--- config.mk ---
export PLATFORM = sky130hd
export DESIGN_NAME = gcd_requester
export DESIGN_NICKNAME = d
export VERILOG_FILES = /design/src/rtl/gcd_requester.sv
export SDC_FILE = /design/constraint.sdc
export NUM_CORES = 1
export LEC_CHECK = 0
export CORE_UTILIZATION = 41
export DETAILED_ROUTE_END_ITERATION = 6
export GPL_TIMING_DRIVEN = 0
export PLACE_DENSITY = 0.84
export SLEW_MARGIN = 30
export SYNTH_ARGS = -nofsm -noshare
export SYNTH_HDL_FRONTEND = slang
export SYNTH_SLANG_ARGS = --single-unit
--- constraint.sdc ---
create_clock -name clk -period 1.65 [get_ports clk]
set_input_delay 0.2475 -clock clk [delete_from_list [all_inputs] [get_ports clk]]
set_output_delay 0.2475 -clock clk [all_outputs]
set_load 0.02 [all_outputs]
--- src/rtl/gcd_requester.sv ---
// Purpose: sequences one GCD job at a time: accepts an operand pair, strobes the controller, returns the result.
// Latency: result valid 1 cycle after acceptance (zero operand) or 1 cycle after op_enb is sampled.
// Backpressure: single job in flight; in_ready only in IDLE; result held in OUT until out_ready.
// Optional feature: define GCD_REQ_TIMEOUT_EN to bound the controller wait with TIMEOUT_CYCLES.
module gcd_requester #(
    parameter int WIDTH          = 8,
    parameter int TIMEOUT_CYCLES = 255
) (
    input  logic             clk,
    input  logic             rst,
    input  logic             in_valid,
    output logic             in_ready,
    input  logic [WIDTH-1:0] in_a,
    input  logic [WIDTH-1:0] in_b,
    output logic             go,
    output logic [WIDTH-1:0] op_a,
    output logic [WIDTH-1:0] op_b,
    input  logic             done,
    input  logic             op_enb,
    input  logic [WIDTH-1:0] gcd_res,
    output logic             out_valid,
    input  logic             out_ready,
    output logic [WIDTH-1:0] out_gcd,
    output logic             out_err,
    output logic             busy
);

    typedef enum logic [2:0] {
        IDLE     = 3'd0,
        ISSUE    = 3'd1,
        WAIT_ACK = 3'd2,
        WAIT_RES = 3'd3,
        OUT      = 3'd4
    } state_t;

    state_t state, state_n;
    logic   accept;
    logic   bypass;
    logic   capture;
    logic   timeout_hit;
    logic   limit_reached;

    assign in_ready  = (state == IDLE) && rst;
    assign out_valid = (state == OUT);
    assign busy      = (state != IDLE);
    assign bypass    = (in_a == '0) || (in_b == '0);

`ifdef GCD_REQ_TIMEOUT_EN
    localparam int CW = (TIMEOUT_CYCLES < 2) ? 1 : $clog2(TIMEOUT_CYCLES + 1);
    logic [CW-1:0] wait_cnt;
    logic          err_q;

    assign limit_reached = (wait_cnt == CW'(TIMEOUT_CYCLES - 1));
    assign out_err       = err_q;

    // Count cycles spent waiting on the controller; restarts whenever a job is issued.
    always_ff @(posedge clk) begin
        if (!rst) begin
            wait_cnt <= '0;
        end else if (go) begin
            wait_cnt <= '0;
        end else if ((state == WAIT_ACK) || (state == WAIT_RES)) begin
            wait_cnt <= wait_cnt + 1'b1;
        end
    end

    // Error flag travels with the result: set on timeout, cleared by any real result.
    always_ff @(posedge clk) begin
        if (!rst) begin
            err_q <= 1'b0;
        end else if (accept || capture) begin
            err_q <= 1'b0;
        end else if (timeout_hit) begin
            err_q <= 1'b1;
        end
    end
`else
    logic unused_timeout;

    assign limit_reached  = 1'b0;
    assign out_err        = 1'b0;
    assign unused_timeout = |32'(TIMEOUT_CYCLES);
`endif

    // State register.
    always_ff @(posedge clk) begin
        if (!rst) begin
            state <= IDLE;
        end else begin
            state <= state_n;
        end
    end

    // Next-state and strobes; op_enb in WAIT_RES beats a timeout landing on the same cycle.
    always_comb begin
        state_n     = state;
        go          = 1'b0;
        accept      = 1'b0;
        capture     = 1'b0;
        timeout_hit = 1'b0;
        case (state)
            IDLE: begin
                if (in_valid && in_ready) begin
                    accept  = 1'b1;
                    state_n = bypass ? OUT : ISSUE;
                end
            end
            ISSUE: begin
                if (done && rst) begin
                    go      = 1'b1;
                    state_n = WAIT_ACK;
                end
            end
            WAIT_ACK: begin
                if (limit_reached) begin
                    timeout_hit = 1'b1;
                    state_n     = OUT;
                end else if (!done) begin
                    state_n = WAIT_RES;
                end
            end
            WAIT_RES: begin
                if (op_enb) begin
                    capture = 1'b1;
                    state_n = OUT;
                end else if (limit_reached) begin
                    timeout_hit = 1'b1;
                    state_n     = OUT;
                end
            end
            OUT: begin
                if (out_ready) begin
                    state_n = IDLE;
                end
            end
            default: state_n = IDLE;
        endcase
    end

    // Operand latch: held for the whole job so the datapath load muxes see stable values.
    always_ff @(posedge clk) begin
        if (!rst) begin
            op_a <= '0;
            op_b <= '0;
        end else if (accept) begin
            op_a <= in_a;
            op_b <= in_b;
        end
    end

    // Result register: zero-operand bypass, controller result, or zero on timeout.
    always_ff @(posedge clk) begin
        if (!rst) begin
            out_gcd <= '0;
        end else if (accept && bypass) begin
            out_gcd <= in_a | in_b;
        end else if (capture) begin
            out_gcd <= gcd_res;
        end else if (timeout_hit) begin
            out_gcd <= '0;
        end
    end

endmodule

# [Word level (Yosys, flattened, before mapping)]
# Index checks and enable logic that the tools add are counted.
[word_totals] register_bits=27 latch_bits=0 ramBits=0 mem_bits_ro=0 wordCells=40 n_memories=0
[op_classes] n_addsub=0 n_mul=0 div_mod_pow=0 n_lt_le_gt_ge=0 eq_ne=9 shift=0 muxes=15 bitwise=1 reduce_logical=11
[op_table] op="2-to-1 mux 3 bit" count=6
[op_table] op="logical NOT 8 bit" count=2
[op_table] op="2-to-1 mux 8 bit" count=2
[op_table] op="case mux 3 bit (5 select lines)" count=1
[op_table] op="bitwise OR 8 bit" count=1
[op_table] op="== test 3 x 2 -> 1 bit, second input constant" count=2
[op_table] op="2-to-1 mux 1 bit" count=6
[op_table] op="!= test 2 bit, second input constant" count=3
[op_table] op="AND reduction 5 bit" count=1
[op_table] op="logical AND 1 bit" count=4
[op_table] op="!= test 2 x 1 -> 1 bit, second input constant" count=2
[op_table] op="== test 3 x 1 -> 1 bit, second input constant" count=1
[op_table] op="== test 3 bit, second input constant" count=1
[op_table] op="logical NOT 3 bit" count=1
[op_table] op="nonzero test 3 bit" count=1
[op_table] op="nonzero test 2 bit" count=1
[op_table] op="logical OR 1 bit" count=1

# [Longest topological paths before layout]
# Gate-level depths: netlist of the first run.
[depth] ltp_word=7 depth_mapped=7 depth_no_buf=4

# [Worst setup path after synthesis of the first run]
# Ideal clock, no wire load.
[synth_timing] path_kind="register to register" startpoint="register state[1]" endpoint="register state[1]" setup_time_ns=0.116 arrival_time_ns=1.402 t_required_ns=1.534 path_slack_ns=0.132 path_stages_with_launch=6 period_less_slack_ns=1.518 path_cell_list="dfxtp_1 buf_2 or4b_4 o31a_1 a31o_1 o211a_1"
[synth_via] elab_chain_len=5 elab_cells_between_ends=14 classes_between="eq/ne: 9; mux: 1; reduce/logical: 4"
[synth_rtl] element="from (decl)" line="36" source="state_t state, state_n;"
[synth_rtl] element="from (signal assigned)" line="90" source="state <= state_n;"
[synth_rtl] element="logical NOT 3 bit" line="43, 101"
[synth_rtl] element="logical AND 1 bit" line="43" source="assign in_ready = (state == IDLE) && rst;"
[synth_rtl] element="logical AND 1 bit" line="103" source="if (in_valid && in_ready) begin"
[synth_rtl] element="!= test 2 x 1 -> 1 bit (no line)"
[synth_rtl] element="AND reduction 5 bit (no line)"
# Parallel ways exist; a longest one is shown, timed or not.
# A chain may end at the register's enable or synchronous reset.

# [Final worst setup path of the first run]
[layout_timing] startpoint="register state[0]" endpoint="output in_ready"
[layout_via] elab_chain_len=2
[layout_rtl] element="logical NOT 3 bit" line="43"
[layout_rtl] element="logical AND 1 bit" line="43"
[layout_rtl] element="to (decl)" line="12" source="output logic in_ready,"
# Every way passes these cells.

==> impl_metrics.json, run 1 <==
{
  "p_sw_mw": 0.709,
  "syn_area_per_cell_um2": 8.70,
  "worst_ep_required_time_ns": 1.40,
  "vias_per_cell": 5.22,
  "dp_hpwl_um": 2800,
  "cts_buffer_depth": 2,
  "clk_latency_ns": 0.34,
  "crit_path_end_kind": "output pin",
  "die_w_um": 58.4,
  "synthMuxAreaShare": 0.0690,
  "instances_no_fill": 265,
  "start_util": 0.431,
  "io_pins": 59,
  "antennaDiodeCount": 0,
  "drc": 2,
  "synth_cells": 150,
  "post-place-ws_ns": -0.353,
  "ctsHoldBuffers": 0,
  "antenna_found_initial": 0,
  "synth_area_leaders": "dfxtp_1 (41%), nand2_1 (11%), nand3_1 (6.9%)",
  "synth_ff_type": "dfxtp_1",
  "finalWorstSetupSlack_ns": -0.0321,
  "synthSimpleGateAreaFrac": 0.313,
  "cts.clk_slew.worst_paths_ns": 0.16,
  "yosys_warnings": 0,
  "grt_pass1_wl_um": 5880,
  "place_inst": 250,
  "power_frac_comb": 0.453,
  "io_buffers": 56,
  "dr.pass1.iters": 6,
  "numClockSinks": 27,
  "cts_root_buf": "clkbuf_4",
  "synth_nets": 180,
  "ant_nets": 0,
  "htreeDepth": 1,
  "grt_setup_unrepaired": "true",
  "seq_area_frac_synth": 0.414,
  "p_leak_nw": 0.879,
  "post-route-util": 0.689,
  "cp-start-kind": "register",
  "die_h_um": 58.4,
  "fin_skew_ns": 0.00690,
  "path_class": "register to output pin",
  "post_drt_wl_per_cell_um": 14.7,
  "synth-adder-area-share": 0,
  "via_count": 1383,
  "internal_power_mw": 1.31,
  "cts_tree": "done",
  "ys_types": 37,
  "hold_viol": 0,
  "synth_commonest_cells": "nand2_1 (37), dfxtp_1 (27), nand3_1 (18)",
  "synth_top_family_by_area": "simple AND/OR/NAND/NOR gates",
  "synth_seq_cells": 27,
  "power.share.switching": 0.351,
  "synth_top_cell_area_share": 0.414,
  "ys_async_sr_fraction": 0,
  "post-route-period-util": 1.02,
  "rows": 20,
  "core_area_mm2": 0.00303,
  "grt_max_degree": 17,
  "synth_top_area_cell": "dfxtp_1",
  "peakVddDrop_v": 0.000581,
  "yosysMostFrequentCell": "nand2_1",
  "syn_to_final_growth_pct": 59.9,
  "nFillCells": 256,
  "slew_viol_final": 0,
  "failed_checks": "design-rule violations, negative setup slack",
  "critPathArrivalTime_ns": 1.43,
  "fmax_mhz": 595,
  "synth_edf_count": 0,
  "gp_congestion": 0.811,
  "drt-initial-drc-count": 55,
  "status": "finished with violations",
  "power.density_mw_per_mm2": 966,
  "grt-ovfl-total": 0,
  "synth_xor_xnor_area_share": 0,
  "critPathMaxFanout": 4,
  "drv_cap": 0,
  "fin_crit_ns": 1.68,
  "power_frac_clock": 0.151,
  "final_layout_size_suffix_gt1_frac": 0.199,
  "grt_pass1_vias": 1277,
  "wirelength_um": 3900,
  "seq_power_share": 0.397,
  "finalSetupViolations": 1,
  "synth_compound_area_frac": 0.142,
  "track_usage": 0.227,
  "synth_area_mm2": 0.00131,
  "power_mw": 2.02,
  "numCtsBuffers": 3,
  "final_nets": 252,
  "die_area_mm2": 0.00341,
  "hp-class": "input pin to register"
}
## through the flow
step / hold WS, ns / cell area, µm² / setup TNS [ns]
finish: 0.214 / 2090 / -0.0321
global route: 0.206 / 2090 / -0.161
CTS: 0.207 / 1980 / -0.0607
detailed placement: 0.444 / 1920 / -3.30
global placement: 0.444 / 1920 / -2.97
floorplan: 0.346 / 1310 / 0
## cells by family after synthesis
group,count (synthesis)
AO/OA/AOI/OAI,20
flip-flops,27
other,1
buffers and inverters,14
multiplexers,8
AND/OR/NAND/NOR,80
## timing repair
| action | CTS | global route |
|---|---|---|
| gates resized for setup | 22 | 10 |
| setup buffers | 4 | 9 |
| pin swaps | 0 | 5 |
| setup endpoints to repair | 7 | 12 |
## worst max-delay path, cell delays in order (launching register included)
cell     delay [ns]
dfxtp_2        0.36
buf_6          0.12
or3_4          0.39
nor2_4         0.11
buf_6          0.12
## path summary, 6_finish.rpt
check | start | to | slack, ns | cells after the start
worst min-delay path | rst | out_gcd[1] | 0.21 | 2
worst min register to register | op_a[5] | op_a[5] | 0.47 | 2
worst max-delay path | state[0] | in_ready | -0.03 | 4
worst max register to register | state[1] | state[1] | 0.05 | 5
## placed cells by master, fill, tap and decap left out, types with 2 or more instances in the layout
cell type and count:
and2_1 2, buf_12 2, buf_2 6, buf_4 14, buf_6 2, clkbuf_1 2
clkbuf_4 4, clkdlybuf4s50_1 52, dfxtp_1 24, dfxtp_2 2, inv_1 2, mux2_1 5
mux2_2 3, nand2_1 37, nand3_1 18, nor2_4 2, nor4_1 2, nor4_2 2
o211ai_1 2, o221a_1 8, or3_1 8
## state kept, by name (all words and copies together) (netlist names)
name and count:
op_a 8, op_b 8, out_gcd 8, state 3
## layer usage
layer | wire length (µm) | global-route usage | vias up
met5 | 0 | 0 | -
met4 | 36 | 0.0816 | 0
met3 | 232 | 0.0286 | 3
met2 | 1960 | 0.389 | 57
met1 | 1680 | 0.294 | 650
li1 | - | - | 673
## layout make-up
cell class | instances | area (µm²) | share of cell area
Clock buffer | 3 | 22.5 | 0.0108
Clock inverter | 1 | 5.00 | 0.00240
Tap cell | 44 | 55.1 | 0.0264
Timing Repair Buffer | 69 | 672 | 0.322
Multi-Input combinational cell | 109 | 717 | 0.344
Sequential cell | 27 | 547 | 0.262
Inverter | 2 | 7.51 | 0.00360
Buffer | 10 | 61.3 | 0.0294
## power groups by stage
stage	registers (mW)	clock network (mW)	logic, mW
2_1_floorplan	0.884	0	0.328
3_3_place_gp	0.803	0	0.735
3_5_place_dp	0.808	0	0.745
4_1_cts	0.793	0.311	0.765
5_1_grt	0.809	0.341	0.968
6_report	0.800	0.304	0.913
Note: power is estimated with default switching activity, not from simulation.
==> run 2, diff against run 1 <==
--- a/config.mk
+++ b/config.mk
@@ -5,10 +5,10 @@
 export SDC_FILE = /design/constraint.sdc
 export NUM_CORES = 1
 export LEC_CHECK = 0
-export CORE_UTILIZATION = 41
+export CORE_UTILIZATION = 37
 export DETAILED_ROUTE_END_ITERATION = 6
 export GPL_TIMING_DRIVEN = 0
-export PLACE_DENSITY = 0.84
+export PLACE_DENSITY = 0.8
 export SLEW_MARGIN = 30
 export SYNTH_ARGS = -nofsm -noshare
 export SYNTH_HDL_FRONTEND = slang
==> constraint.sdc (replaced) <==
create_clock -name clk -period 1.4 [get_ports clk]
set_input_delay 0.21 -clock clk [delete_from_list [all_inputs] [get_ports clk]]
set_output_delay 0.21 -clock clk [all_outputs]
set_load 0.02 [all_outputs]
==> run 2 against run 1 <==
The run ends with negative setup slack left; global-route usage is 2.7 points lower; core utilization fell by 5.2 points; via count rose by 0.65%; worst setup slack got worse by 0.17 ns; wire length increased by 2.1%; non-clock buffer count down 2; die area up 10%; cell count increased by 0.38%; critical path type unchanged.
==> impl_metrics.json, run 2 (synthesized netlist as in run 1, its figures left out) <==
{
  "status": "finished with violations",
  "failed_checks": "negative setup slack",
  "cts.clk_slew.worst_paths_ns": 0.16,
  "grt_pass1_wl_um": 5570,
  "placed_cell_area_mm2": 0.00195,
  "numCtsBuffers": 3,
  "grt_pass1_vias": 1173,
  "io_pins": 59,
  "dp_hpwl_um": 2630,
  "mostFrequentLayoutCell": "nand2_1",
  "power.density_mw_per_mm2": 1080,
  "ctsHoldBuffers": 0,
  "fmax_mhz": 626,
  "path_class": "register to output pin",
  "timing.rr.end": "state[1]",
  "finalWorstSetupSlack_ns": -0.198,
  "slew_viol_final": 0,
  "syn_to_final_growth_pct": 64.3,
  "final_nets": 251,
  "grt-ovfl-total": 0,
  "grt_max_degree": 16,
  "final_cell_mix": "nand2_1 (36), dlygate4sd2_1 (25), dfxtp_1 (24)",
  "vias_per_cell": 5.23,
  "die_area_mm2": 0.00377,
  "hold_start": "in_a[2]",
  "wl_met3_um": 238,
  "hold_depth": 3,
  "wirelength_um": 3980,
  "drt-initial-drc-count": 36,
  "antennaDiodeCount": 0,
  "die_h_um": 61.4,
  "p_leak_nw": 1.04,
  "hold_viol": 0,
  "top_layer_used": "met4",
  "critPathArrivalTime_ns": 1.39,
  "peakVddDrop_v": 0.000616,
  "reg_top3": "op_a: 8 flops, op_b: 8 flops, out_gcd: 8 flops",
  "antenna_found_initial": 0,
  "finalSetupViolations": 15,
  "die_w_um": 61.4,
  "reg2regPathDepth": 5,
  "final_layout_size_suffix_gt1_frac": 0.245,
  "nFillCells": 298,
  "cts_buffer_depth": 2,
  "post-route-period-util": 1.14,
  "fin_skew_ns": 0.0118,
  "hp-class": "input pin to register",
  "rows": 21,
  "drv_cap": 0,
  "fin_crit_ns": 1.60,
  "cts_tree": "done",
  "drt-met1-wl_um": 1800,
  "critPathMaxFanout": 4,
  "multiInputGateArea_um2": 786,
  "dr.pass1.iters": 4,
  "io_buffers": 56,
  "wl_met2_um": 1930,
  "via_count": 1392,
  "ant_nets": 0,
  "stdcell_area_mm2": 0.00214,
  "htreeDepth": 1,
  "grt_setup_unrepaired": "true",
  "holdWs_ns": 0.180,
  "r2r_start": "state[0]",
  "gp_congestion": 0.901,
  "regArea_um2": 549,
  "post_drt_wl_per_cell_um": 15.0,
  "start_util": 0.388,
  "clk_latency_ns": 0.33,
  "core_area_mm2": 0.00336,
  "place_inst": 252,
  "r2r_slack_ns": -0.18,
  "track_usage": 0.200,
  "instances_no_fill": 266,
  "cts_root_buf": "clkbuf_4",
  "worst_ep_required_time_ns": 1.19,
  "drc": 0,
  "numClockSinks": 27,
  "crit_path_end_kind": "output pin",
  "cp-start-kind": "register",
  "hold_path_end": "op_a[2]"
}
-- run 2: changes by cell type in the layout (fill, tap and decap cells not counted), moves of 2 or more --
cell	before	now
buf_6	2	10
dlygate4sd2_1	0	25
dlymetal6s2s_1	0	4
and2_4	0	2
buf_12	2	0
clkdlybuf4s50_1	52	23
mux2_4	0	3
buf_2	6	0
and2_1	2	0
buf_4	14	12
mux2_1	5	2
-- run 2: layout make-up --
| class | count | share of cell area |
|---|---|---|
| inverters | 2 | 0.00350 |
| clock buffers | 3 | 0.0105 |
| plain buffers | 9 | 0.0350 |
| flip-flops and latches | 27 | 0.256 |
| multi-input cells | 110 | 0.366 |
| well taps | 46 | 0.0268 |
| clock inverters | 1 | 0.00233 |
| repair buffers | 68 | 0.299 |
-- run 2: worst max path at each step --
stage                  start  slack, ns        to
floorplan           state[0]      -0.06  state[1]
global placement     in_b[3]      -0.50  state[2]
detailed placement   in_b[3]      -0.55  state[2]
CTS                 state[0]      -0.19  in_ready
global route        state[0]      -0.25  in_ready
finish              state[0]      -0.20  in_ready
-- run 2: critical path, stage by stage (launching register included) --
cell     delay (ns)
dfxtp_2        0.35
buf_6          0.12
or3_4          0.39
nor2_4         0.09
buf_6          0.12
-- run 2: timing repair --
action	4_1_cts	5_1_grt
gates cloned	0	1
pin swaps	5	9
gates resized for setup	62	17
setup endpoints to repair	49	25
buffers inserted	6	6
-- run 2: report_power, final --
| part | total, mW | switching, mW | internal, mW |
|---|---|---|---|
| Clock | 0.343 | 0.235 | 0.107 |
| Combinational | 1.03 | 0.535 | 0.497 |
| Sequential | 0.939 | 0.0611 | 0.878 |
-- run 2: through the flow --
step | total power, mW | worst slack, ns | setup TNS, ns | util
after floorplan | 1.46 | -0.0622 | -0.228 | -
after global placement | 1.85 | -0.504 | -7.32 | 0.580
after detailed placement | 1.86 | -0.552 | -8.06 | 0.580
after CTS | 2.22 | -0.194 | -1.51 | 0.603
after global routing | 2.43 | -0.248 | -2.36 | 0.638
final | 2.31 | -0.198 | -1.63 | 0.638
-- run 2: metal layers --
metal,track usage,vias to the layer above
met5,0,-
met4,0.0476,0
met1,0.270,661
met2,0.337,50
li1,-,677
met3,0.0315,4
